[config.mk]
export PLATFORM = sky130hd
export DESIGN_NAME = hydra_pll_ctrl
export DESIGN_NICKNAME = d
export VERILOG_FILES = /design/src/rtl/hydra_pll_ctrl.sv
export SDC_FILE = /design/constraint.sdc
export NUM_CORES = 1
export LEC_CHECK = 0
export CORE_MARGIN = 2
export CORE_UTILIZATION = 55
export CTS_CLUSTER_SIZE = 28
export DETAILED_ROUTE_END_ITERATION = 6
export PLACE_DENSITY = 0.8
export SYNTH_ARGS = -nofsm -noshare
export SYNTH_HDL_FRONTEND = slang
export SYNTH_SLANG_ARGS = --single-unit
[constraint.sdc]
create_clock -name CLK -period 5.9 [get_ports CLK]
set_input_delay 1.77 -clock CLK [delete_from_list [all_inputs] [get_ports CLK]]
set_output_delay 1.77 -clock CLK [all_outputs]
set_load 0.02 [all_outputs]
[src/rtl/hydra_pll_ctrl.sv]
// hydra_pll_ctrl
// Sequencer and supervisor for the SB_PLL40 wrapper. It pulses PLL reset,
// waits for a filtered LOCK with a per-attempt timeout, and gives up after
// MAX_RETRIES failed attempts. It also applies host dynamic-delay changes
// through a REQ/ACK handshake. READY is the fabric-wide "clock good" qualifier.
//
// state     | meaning
// ----------+--------------------------------------------------------------
// HOLD      | PLL_RESETB low for RESET_CYCLES cycles
// WAIT_LOCK | PLL released; wait for LOCK_STABLE clean lock cycles or timeout
// RUN       | locked; READY high from the second cycle; watch for lock loss
// APPLY     | one cycle: new delay driven, ACK pulsed, then back to WAIT_LOCK
// FAULT     | retries exhausted; PLL held in reset until RESET
//
// Ports:
//   CLK, RESET       reference clock, async active-high reset
//   PLL_RESETB       to PLL RESETB (active low)
//   PLL_LOCK         raw PLL LOCK, asynchronous to CLK
//   PLL_DELAY        to PLL DYNAMICDELAY
//   DELAY_REQ/VAL    host delay request; VAL stable while REQ is high
//   DELAY_ACK        one-cycle pulse when VAL has been applied
//   READY            locked and filtered
//   FAULT            sticky, lock attempts exhausted
//   RETRY_CNT        failed attempts in the current sequence
//   LOSS_CNT         saturating count of lock losses while in RUN

module hydra_pll_ctrl #(
    parameter int unsigned        DELAY_W      = 8,
    parameter logic [DELAY_W-1:0] INIT_DELAY   = '0,
    parameter int unsigned        RESET_CYCLES = 16,
    parameter int unsigned        LOCK_STABLE  = 64,
    parameter int unsigned        LOCK_TIMEOUT = 4096,
    parameter int unsigned        MAX_RETRIES  = 3
) (
    input  logic               CLK,
    input  logic               RESET,
    output logic               PLL_RESETB,
    input  logic               PLL_LOCK,
    output logic [DELAY_W-1:0] PLL_DELAY,
    input  logic               DELAY_REQ,
    input  logic [DELAY_W-1:0] DELAY_VAL,
    output logic               DELAY_ACK,
    output logic               READY,
    output logic               FAULT,
    output logic [1:0]         RETRY_CNT,
    output logic [7:0]         LOSS_CNT
);

    localparam int HOLD_W = $clog2(RESET_CYCLES) + 1;
    localparam int STAB_W = $clog2(LOCK_STABLE) + 1;
    localparam int TOUT_W = $clog2(LOCK_TIMEOUT) + 1;

    localparam logic [HOLD_W-1:0] HOLD_LAST   = HOLD_W'(RESET_CYCLES - 1);
    localparam logic [STAB_W-1:0] STAB_DONE   = STAB_W'(LOCK_STABLE);
    localparam logic [TOUT_W-1:0] TOUT_DONE   = TOUT_W'(LOCK_TIMEOUT);
    localparam logic [1:0]        RETRY_LIMIT = 2'(MAX_RETRIES);

    typedef enum logic [2:0] {
        ST_HOLD,
        ST_WAIT_LOCK,
        ST_RUN,
        ST_APPLY,
        ST_FAULT
    } state_t;

    state_t              state_q, state_d;
    logic [HOLD_W-1:0]   hold_q, hold_d;
    logic [STAB_W-1:0]   stable_q, stable_d;
    logic [TOUT_W-1:0]   timeout_q, timeout_d;
    logic [1:0]          retry_q, retry_d, retry_inc;
    logic [7:0]          loss_q, loss_d;
    logic [DELAY_W-1:0]  delay_q, delay_d;
    logic                armed_q, armed_d;
    logic                lock_meta_q, lock_meta_d;
    logic                lock_s_q, lock_s_d;
    logic                resetb_q, resetb_d;
    logic                ack_q, ack_d;
    logic                ready_q, ready_d;
    logic                fault_q, fault_d;
    logic                accept;

    always_comb begin
        state_d     = state_q;
        hold_d      = '0;
        stable_d    = '0;
        timeout_d   = '0;
        retry_d     = retry_q;
        loss_d      = loss_q;
        delay_d     = delay_q;
        lock_meta_d = PLL_LOCK;
        lock_s_d    = lock_meta_q;
        retry_inc   = (retry_q == 2'd3) ? 2'd3 : retry_q + 2'd1;
        accept      = DELAY_REQ && armed_q;

        // Re-arm only after the host has dropped REQ following an ACK.
        armed_d = armed_q;
        if (state_q == ST_APPLY) begin
            armed_d = 1'b0;
        end else if (!DELAY_REQ) begin
            armed_d = 1'b1;
        end

        case (state_q)
            ST_HOLD: begin
                hold_d = hold_q + HOLD_W'(1);
                if (hold_q == HOLD_LAST) begin
                    state_d = ST_WAIT_LOCK;
                end
            end
            ST_WAIT_LOCK: begin
                timeout_d = timeout_q + TOUT_W'(1);
                stable_d  = lock_s_q ? stable_q + STAB_W'(1) : '0;
                // Stable lock takes priority over a coincident timeout.
                if (stable_d == STAB_DONE) begin
                    state_d = ST_RUN;
                    retry_d = 2'd0;
                end else if (timeout_d == TOUT_DONE) begin
                    retry_d = retry_inc;
                    state_d = (retry_inc == RETRY_LIMIT) ? ST_FAULT : ST_HOLD;
                end
            end
            ST_RUN: begin
                // Lock loss wins over a request; the request stays pending.
                if (!lock_s_q) begin
                    state_d = ST_HOLD;
                    loss_d  = (loss_q == 8'hFF) ? loss_q : loss_q + 8'd1;
                end else if (accept) begin
                    state_d = ST_APPLY;
                    delay_d = DELAY_VAL;
                end
            end
            ST_APPLY: begin
                state_d = ST_WAIT_LOCK;
            end
            ST_FAULT: begin
                state_d = ST_FAULT;
            end
            default: begin
                state_d = ST_HOLD;
            end
        endcase

        if (state_d != ST_WAIT_LOCK) begin
            stable_d  = '0;
            timeout_d = '0;
        end

        // Outputs are registered from the next state so they line up with it.
        resetb_d = (state_d == ST_WAIT_LOCK) || (state_d == ST_RUN) || (state_d == ST_APPLY);
        ack_d    = (state_d == ST_APPLY);
        ready_d  = (state_q == ST_RUN) && (state_d == ST_RUN);
        fault_d  = (state_d == ST_FAULT);
    end

    always_ff @(posedge CLK or posedge RESET) begin
        if (RESET) begin
            state_q     <= ST_HOLD;
            hold_q      <= '0;
            stable_q    <= '0;
            timeout_q   <= '0;
            retry_q     <= 2'd0;
            loss_q      <= 8'd0;
            delay_q     <= INIT_DELAY;
            armed_q     <= 1'b1;
            lock_meta_q <= 1'b0;
            lock_s_q    <= 1'b0;
            resetb_q    <= 1'b0;
            ack_q       <= 1'b0;
            ready_q     <= 1'b0;
            fault_q     <= 1'b0;
        end else begin
            state_q     <= state_d;
            hold_q      <= hold_d;
            stable_q    <= stable_d;
            timeout_q   <= timeout_d;
            retry_q     <= retry_d;
            loss_q      <= loss_d;
            delay_q     <= delay_d;
            armed_q     <= armed_d;
            lock_meta_q <= lock_meta_d;
            lock_s_q    <= lock_s_d;
            resetb_q    <= resetb_d;
            ack_q       <= ack_d;
            ready_q     <= ready_d;
            fault_q     <= fault_d;
        end
    end

    assign PLL_RESETB = resetb_q;
    assign PLL_DELAY  = delay_q;
    assign DELAY_ACK  = ack_q;
    assign READY      = ready_q;
    assign FAULT      = fault_q;
    assign RETRY_CNT  = retry_q;
    assign LOSS_CNT   = loss_q;

endmodule

==> results of run 1 <==
[kinds of logic (layout without fill, tap and decap cells)]
kind of cell,Yosys count,count (layout)
xor+xnor,28,28
flops,53,53
mux,9,9
buf+inv,13,47
fa+ha+maj,5,5
compound gates,21,21
simple gates,95,95
[cell usage in the layout (no fill, tap or decap), types with 4 or more instances in the layout]
| cell type | n |
|---|---|
| nand3_1 | 9 |
| ha_1 | 5 |
| xnor2_1 | 18 |
| clkbuf_8 | 5 |
| dfrtp_1 | 52 |
| and3_1 | 9 |
| nand2_1 | 17 |
| inv_1 | 5 |
| xor2_1 | 10 |
| mux2_2 | 9 |
| nand4_1 | 4 |
| nor2_1 | 18 |
| clkdlybuf4s50_1 | 33 |
| nor2b_1 | 4 |
| nor3_1 | 19 |
[where the power goes]
| part | switching (mW) | total (mW) | internal (mW) |
|---|---|---|---|
| Sequential | 0.00331 | 0.369 | 0.365 |
| Combinational | 0.0104 | 0.0197 | 0.00925 |
| Clock | 0.110 | 0.279 | 0.168 |
| Total | 0.124 | 0.667 | 0.543 |
[worst min-delay path by stage]
stage / from / endpoint / cells past startpoint / slack [ns]
after floorplan: lock_meta_q / lock_s_q / 0 / 0.33
after global placement: lock_meta_q / lock_s_q / 0 / 0.34
after detailed placement: lock_meta_q / lock_s_q / 0 / 0.35
after CTS: lock_meta_q / lock_s_q / 0 / 0.37
after global routing: lock_meta_q / lock_s_q / 0 / 0.38
final: lock_meta_q / lock_s_q / 0 / 0.36
[per-stage QoR]
stage,hold slack [ns],instances,power (mW)
after detailed placement,0.347,302,0.396
final,0.364,310,0.667
after global routing,0.376,310,0.693
after floorplan,0.331,224,0.385
after CTS,0.368,310,0.674
after global placement,0.339,302,0.395
[registers in the layout, summed over array words and instances (netlist names)]
register and count:
state_q 3, DELAY_ACK 1, LOSS_CNT 8, timeout_q 13, lock_s_q 1, PLL_DELAY 8
RETRY_CNT 2, READY 1, hold_q 5, lock_meta_q 1, PLL_RESETB 1, FAULT 1
stable_q 7, armed_q 1
[layer usage]
layer  vias up  GRT usage
li1        862          -
met1       868      0.262
met2        24      0.326
met5         -          0
met3         7     0.0323
met4         0     0.0671
[cell type report]
class | count | area (um2)
multi-input combinational | 158 | 1100
timing repair buffer | 33 | 330
sequential | 53 | 1330
clock buffer | 5 | 68.8
fill | 332 | 1370
clock inverter | 3 | 65.1
inverter | 6 | 22.5
tap | 52 | 65.1
==> impl_metrics.tcl, run 1 <==
set metrics [dict create \
    async_reset_ff_frac 1.00 \
    routed.top_layer "met4" \
    synthCells 224 \
    synth_edf_count 0 \
    synth-compound-area-share 0.0720 \
    critPathKind "flip-flop to output pin" \
    cts.reportedPaths.clkPinSlew_ns 0.09 \
    fmax_mhz 319 \
    worst_slew_pin_slew_ns 1.06 \
    hold_class "flip-flop to flip-flop" \
    routedWlPerCell_um 14.5 \
    ys_ff_latch 53 \
    max-slew-margin-rel 0.293 \
    root_buffer "clkbuf_8" \
    r2r_end "RETRY_CNT[0]" \
    cts.path.max_buffers 2 \
    yosys.area.top_type "dfrtp_1" \
    synth_commonest_cells "dfrtp_1 (52), nor3_1 (19), nor2_1 (18), xnor2_1 (18), nand2_1 (17)" \
    synthMuxAreaShare 0.0405 \
    gp_congestion 0.785 \
    fin_crit_ns 3.13 \
    clock_sinks 53 \
    synth-simple-area-share 0.204 \
    viasPerCell 5.68 \
    vias 1761 \
    design.die.area_um2 5110 \
    clock_latency_ns 0.29 \
    cp_slowest_stage_delay_ns 0.64 \
    cap_violations 0 \
    synth_ff_type "dfrtp_1" \
    dr_wl_met3_um 116 \
    setup_ws_ns 2.77 \
    grt_pass1_vias 1770 \
    cts_tree "built" \
    place_ws_ns 2.72 \
    numCtsBuffers 5 \
    hpwl_um 3170 \
    die_height_um 71.5 \
    synth-xor-area-share 0.0980 \
    core_um2 4350 \
    power.leakage_nw 1.27 \
    wl_met1_um 2030 \
    cts_resized 0 \
    row_count 24 \
    drt_first_pass_iters 4 \
    grt_max_degree 54 \
    rsz0062_at_grt "no" \
    ant_nets 0 \
    endpoint "LOSS_CNT[3]" \
    wl_met2_um 2300 \
    grt_pass1_wl_um 7940 \
    fin_skew_ns 0.00547 \
    io_pins 34 \
    status "complete, no violations" \
    cts_max_level 2 \
    wirelength_um 4510 \
    startpoint_type "flip-flop" \
    ctsHoldBuffers 0 \
    portBuffers 33 \
    crit_path_end_kind "output pin" \
    yosys_warnings 0 \
    seq_area_frac_synth 0.531 \
    startpoint "LOSS_CNT[3]" \
    synthToLayoutAreaGrowth_pct 19.2 \
    worstSetupPathDepth 1 \
    finalSetupTns_ns 0 \
    diodes 0 \
    ir_worst_vdd_uv 139 \
    crit_buf_inv 1 \
    die_x_um 71.5 \
    yosysUniqueCellTypes 39 \
    regToRegSetupSlack_ns 3.10 \
    finalNetCount 274 \
    drt_iter0_drc 110 \
    critPathRequiredTime_ns 4.13 \
    synth_top_area_share 0.520 \
    synthTopCellsByArea "dfrtp_1 (52%), xnor2_1 (6.3%), mux2_2 (4.1%), nor3_1 (3.8%), xor2_1 (3.5%)" \
    p_per_area_nw_per_um2 224 \
    dpl_cell_area_um2 2850 \
    crit_chain "clkdlybuf4s50_1" \
    syn_nets 241 \
    setup_violations 0 \
    synth_top_family_by_area "simple AND/OR/NAND/NOR gates" \
    layout-drive-gt1-share 0.105 \
    syn-mean-instance-area_um2 11.2 \
    hold_violations 0 \
    reg2reg_depth 5 \
    design_area_um2 2980 \
    start_util 0.575 \
    grt.overflow.total 0 \
    grt.total_usage 0.196 \
    crit_path_top_delay_cell "clkdlybuf4s50_1" \
    arrival_ns 1.36 \
    yosys.area_share.adder 0.0250 \
    slew_violations 0 \
    final_util 0.685 \
    synth_most_common_cell "dfrtp_1" \
    cts_setup_buffers 0 \
    drc 0 \
    path_delay_family "buffers and inverters" \
    synth_area_um2 2500 \
    fin_crit_sh 0.531 \
    critPathMaxFanout 5 \
    r2r-start "timeout_q[0]" \
    grt_antenna_before_repair 0 \
]
(Power assumes the default switching activity.)
==> run 2: changes to the inputs <==
Settings changed: CORE_UTILIZATION 55 to 49, PLACE_DENSITY 0.8 to 0.75.
Clock period 5.9 ns to 2.6 ns, I/O delays scaled along.
==> impl_metrics.tcl, run 2 (synthesis results as in run 1) <==
set metrics [dict create \
    whs_path_depth 0 \
    die_height_um 75.5 \
    grt_max_degree 28 \
    cts.reportedPaths.clkPinSlew_ns 0.09 \
    layout-drive-gt1-share 0.121 \
    design.die.area_um2 5690 \
    crit_path_top_delay_cell "dfrtp_1" \
    cts_max_level 2 \
    viasPerCell 5.26 \
    portBuffers 33 \
    io_pins 34 \
    numCtsBuffers 5 \
    cts_resized 0 \
    drt_iter0_drc 61 \
    grt.total_usage 0.179 \
    arrival_ns 2.44 \
    cts_setup_buffers 0 \
    setup_violations 0 \
    largest_reg_flops 13 \
    ir_worst_vdd_uv 263 \
    crit_chain "nand4_4 -> or3_4 -> o31ai_1 -> and3_1 -> buf_4 -> a32o_1" \
    layout_commonest_cell "dfrtp_1" \
    path_delay_family "simple AND/OR/NAND/NOR gates" \
    row_count 26 \
    critPathRequiredTime_ns 2.84 \
    switchingPower_uw 278 \
    worst_slew_pin_slew_ns 0.606 \
    clock_latency_ns 0.30 \
    hpwl_um 3310 \
    startpoint_type "flip-flop" \
    diodes 0 \
    vias 1761 \
    p_per_area_nw_per_um2 437 \
    cp_slowest_stage_delay_ns 0.48 \
    status "complete, no violations" \
    hold_class "flip-flop to flip-flop" \
    core_um2 5010 \
    top_register "timeout_q" \
    drt_first_pass_iters 4 \
    cts.path.max_buffers 2 \
    cap_violations 0 \
    slew_violations 0 \
    rsz0062_at_grt "no" \
    finalSetupTns_ns 0 \
    die_x_um 75.5 \
    grt.overflow.total 0 \
    hold_violations 0 \
    cts_tree "built" \
    layout_common_cells "dfrtp_1 (52), clkdlybuf4s50_1 (33), nor3_1 (19), nor2_1 (18), xnor2_1 (18)" \
    drc 0 \
    worstSetupPathDepth 6 \
    critPathKind "flip-flop to flip-flop" \
    fin_crit_sh 0.848 \
    fin_skew_ns 0.00443 \
    reg2reg_depth 6 \
    grt_antenna_before_repair 0 \
    p_clk_frac 0.328 \
    root_buffer "clkbuf_8" \
    crit_path_end_kind "flip-flop" \
    swShare 0.211 \
    grt_pass1_wl_um 7900 \
    crit_buf_inv 1 \
    design_area_um2 3020 \
    ctsHoldBuffers 0 \
    clock_sinks 53 \
    p_int_mw 1.04 \
    gp_congestion 0.871 \
    pwr-share-comb 0.037 \
    dpl_cell_area_um2 2930 \
    ant_nets 0 \
    routedWlPerCell_um 13.4 \
    power.leakage_nw 1.28 \
    critPathMaxFanout 18 \
    grt_pass1_vias 1812 \
    synthToLayoutAreaGrowth_pct 20.5 \
    fin_crit_ns 2.20 \
    finalNetCount 281 \
    power_frac_seq 0.635 \
    start_util 0.500 \
    wirelength_um 4480 \
    fmax_mhz 454 \
    max-slew-margin-rel 0.596 \
]
==> run 2: cell types whose count changed in the layout (fill, tap and decap cells not counted), sizes merged <==
cell / before / now
clkinv: 1 / 2
clkbuf: 5 / 6
buf: 0 / 7
bufinv: 2 / 0
==> run 2: through the flow <==
stage	power [mW]	instances	setup slack, ns	hold WS, ns	util
2_1_floorplan	0.874	224	0.535	0.331	-
3_3_place_gp	0.903	327	0.461	0.335	0.585
3_5_place_dp	0.904	327	0.417	0.336	0.585
4_1_cts	1.34	335	0.388	0.356	0.602
5_1_grt	1.38	335	0.177	0.365	0.602
6_report	1.32	335	0.396	0.354	0.602
==> run 2: power groups by stage <==
stage	registers (mW)	clock network, mW	logic, mW
6_report	0.837	0.432	0.0492
5_1_grt	0.838	0.485	0.0566
4_1_cts	0.837	0.453	0.0508
3_5_place_dp	0.853	0	0.0506
3_3_place_gp	0.853	0	0.0501
2_1_floorplan	0.849	0	0.0247
==> run 2: layout make-up <==
type                       count  area [um2]
fill                         431        1990
clock inverter                 2        10.0
sequential                    53        1330
multi-input combinational    158        1100
clock buffer                   6        72.6
tap                           70        87.6
timing repair buffer          40         395
inverter                       6        22.5
==> run 2: worst paths after layout <==
kind | from | to | slack [ns]
worst max-delay path | timeout_q[3] | FAULT | 0.40
worst min-delay path | lock_meta_q | lock_s_q | 0.35
worst max register to register | timeout_q[3] | FAULT | 0.40
worst min register to register | lock_meta_q | lock_s_q | 0.35
max in group asynchronous | RESET | armed_q | 1.33
min in group asynchronous | RESET | LOSS_CNT[2] | 0.76
==> run 2: layer usage <==
layer / wire (um) / track usage
met1: 2140 / 0.245
met2: 2070 / 0.285
met3: 237 / 0.0489
met4: 36 / 0.0468
met5: 0 / 0
==> run 3: changes to the inputs <==
Clock period 2.6 ns to 2 ns, I/O delays scaled along.
==> impl_metrics.tcl, run 3 (synthesis results as in run 1) <==
set metrics [dict create \
    grt_antenna_before_repair 0 \
    met2_usage 0.320 \
    p_per_area_nw_per_um2 574 \
    die_x_um 75.5 \
    r2r_end "state_q[2]" \
    grt.overflow.total 0 \
    synthToLayoutAreaGrowth_pct 32.9 \
    fin_crit_sh 0.977 \
    hold_violations 0 \
    grt_pass1_wl_um 8680 \
    max-slew-margin-rel 0.679 \
    final_util 0.664 \
    hold_class "flip-flop to flip-flop" \
    largest_reg_flops 13 \
    ir_worst_vdd_uv 416 \
    crit_chain "clkdlybuf4s50_1" \
    cts_max_level 2 \
    routedWlPerCell_um 14.6 \
    path_delay_family "buffers and inverters" \
    setup_violations 0 \
    critPathKind "flip-flop to output pin" \
    gp_congestion 0.751 \
    arrival_ns 1.35 \
    power.leakage_nw 1.48 \
    crit_path_top_delay_cell "clkdlybuf4s50_1" \
    crit_buf_inv 1 \
    core_um2 5010 \
    ctsHoldBuffers 0 \
    status "complete, no violations" \
    regToRegSetupSlack_ns 0.08 \
    diodes 0 \
    vias 1874 \
    critPathMaxFanout 3 \
    cts_tree "built" \
    ant_nets 0 \
    layoutNonFillerInstCount 361 \
    crit_path_end_kind "output pin" \
    row_count 26 \
    fin_skew_ns 0.00748 \
    r2r-start "timeout_q[7]" \
    root_buffer "clkbuf_8" \
    portBuffers 33 \
    viasPerCell 5.19 \
    fin_crit_ns 1.95 \
    drt_first_pass_iters 4 \
    io_pins 34 \
    numCtsBuffers 5 \
    startpoint "LOSS_CNT[7]" \
    worst_slew_pin_slew_ns 0.476 \
    design.die.area_um2 5690 \
    layout-drive-gt1-share 0.237 \
    fmax_mhz 512 \
    met3_usage 0.0688 \
    grt_max_degree 29 \
    cts.reportedPaths.clkPinSlew_ns 0.08 \
    start_util 0.500 \
    finalNetCount 307 \
    drc 0 \
    cap_violations 0 \
    layout_commonest_cell "dfrtp_1" \
    use_met1 0.266 \
    critPathRequiredTime_ns 1.40 \
    rsz0062_at_grt "yes" \
    endpoint "LOSS_CNT[7]" \
    cts.path.max_buffers 2 \
    grt-busiest-layer "met2" \
    finalSetupTns_ns 0 \
    worstSetupPathDepth 1 \
    cp_slowest_stage_delay_ns 0.64 \
    die_height_um 75.5 \
    drt_iter0_drc 115 \
    hpwl_um 3670 \
    reg2reg_depth 6 \
    clock_latency_ns 0.31 \
    clock_sinks 53 \
    wirelength_um 5260 \
    grt.total_usage 0.202 \
    dp_cells 348 \
    startpoint_type "flip-flop" \
    layout_common_cells "dfrtp_1 (51), clkdlybuf4s50_1 (30), buf_4 (28), nor3_1 (19)" \
    grt_pass1_vias 1876 \
    slew_violations 0 \
    top_register "timeout_q" \
]
-- run 3: changes by cell type in the layout (fill, tap and decap cells not counted), sizes merged, moves of 2 or more --
cell	before	now
clkdlybuf4s50	33	30
buf	7	33
dlymetal6s2s	0	2
clkinv	2	0
-- run 3: how the worst min path moves through the flow --
stage	startpoint	to	slack (ns)	cells past startpoint
detailed placement	lock_meta_q	lock_s_q	0.35	0
global placement	lock_meta_q	lock_s_q	0.33	0
CTS	lock_meta_q	lock_s_q	0.37	0
global route	lock_meta_q	lock_s_q	0.38	0
finish	lock_meta_q	lock_s_q	0.37	0
floorplan	lock_meta_q	lock_s_q	0.33	0
-- run 3: repair_timing --
action | in CTS | in global routing
buffers inserted | 0 | 5
gates resized for setup | 4 | 16
cloned | 0 | 0
pin swaps | 0 | 5
endpoints found under the setup margin | 16 | 29
-- run 3: routing by layer --
metal | share of wire | vias up
li1 | - | 915
met1 | 0.44 | 901
met2 | 0.49 | 51
met3 | 0.059 | 7
met4 | 0.012 | 0
met5 | 0 | -
-- run 3: per-stage QoR --
stage               instance area, um2  hold WS [ns]  power (mW)  setup slack [ns]
detailed placement                3100         0.349        1.18           0.00241
floorplan                         2500         0.331        1.14            0.0231
global route                      3320         0.382        1.99           -0.0157
finish                            3320         0.368        1.91            0.0462
CTS                               3230         0.369        1.94            0.0208
global placement                  3100         0.335        1.18             0.100
-- run 3: final cells by class --
class / instances / area, um2
flip-flops and latches: 53 / 1330
clock inverters: 1 / 30.0
clock buffers: 7 / 86.3
repair buffers: 66 / 618
well taps: 70 / 87.6
fillers: 398 / 1690
inverters: 6 / 22.5
multi-input cells: 158 / 1150
-- run 3: power breakdown --
group / internal (mW) / switching, mW / total [mW]
clock network: 0.408 / 0.340 / 0.748
logic: 0.0379 / 0.0379 / 0.0758
registers: 1.08 / 0.00730 / 1.08
total: 1.52 / 0.385 / 1.91
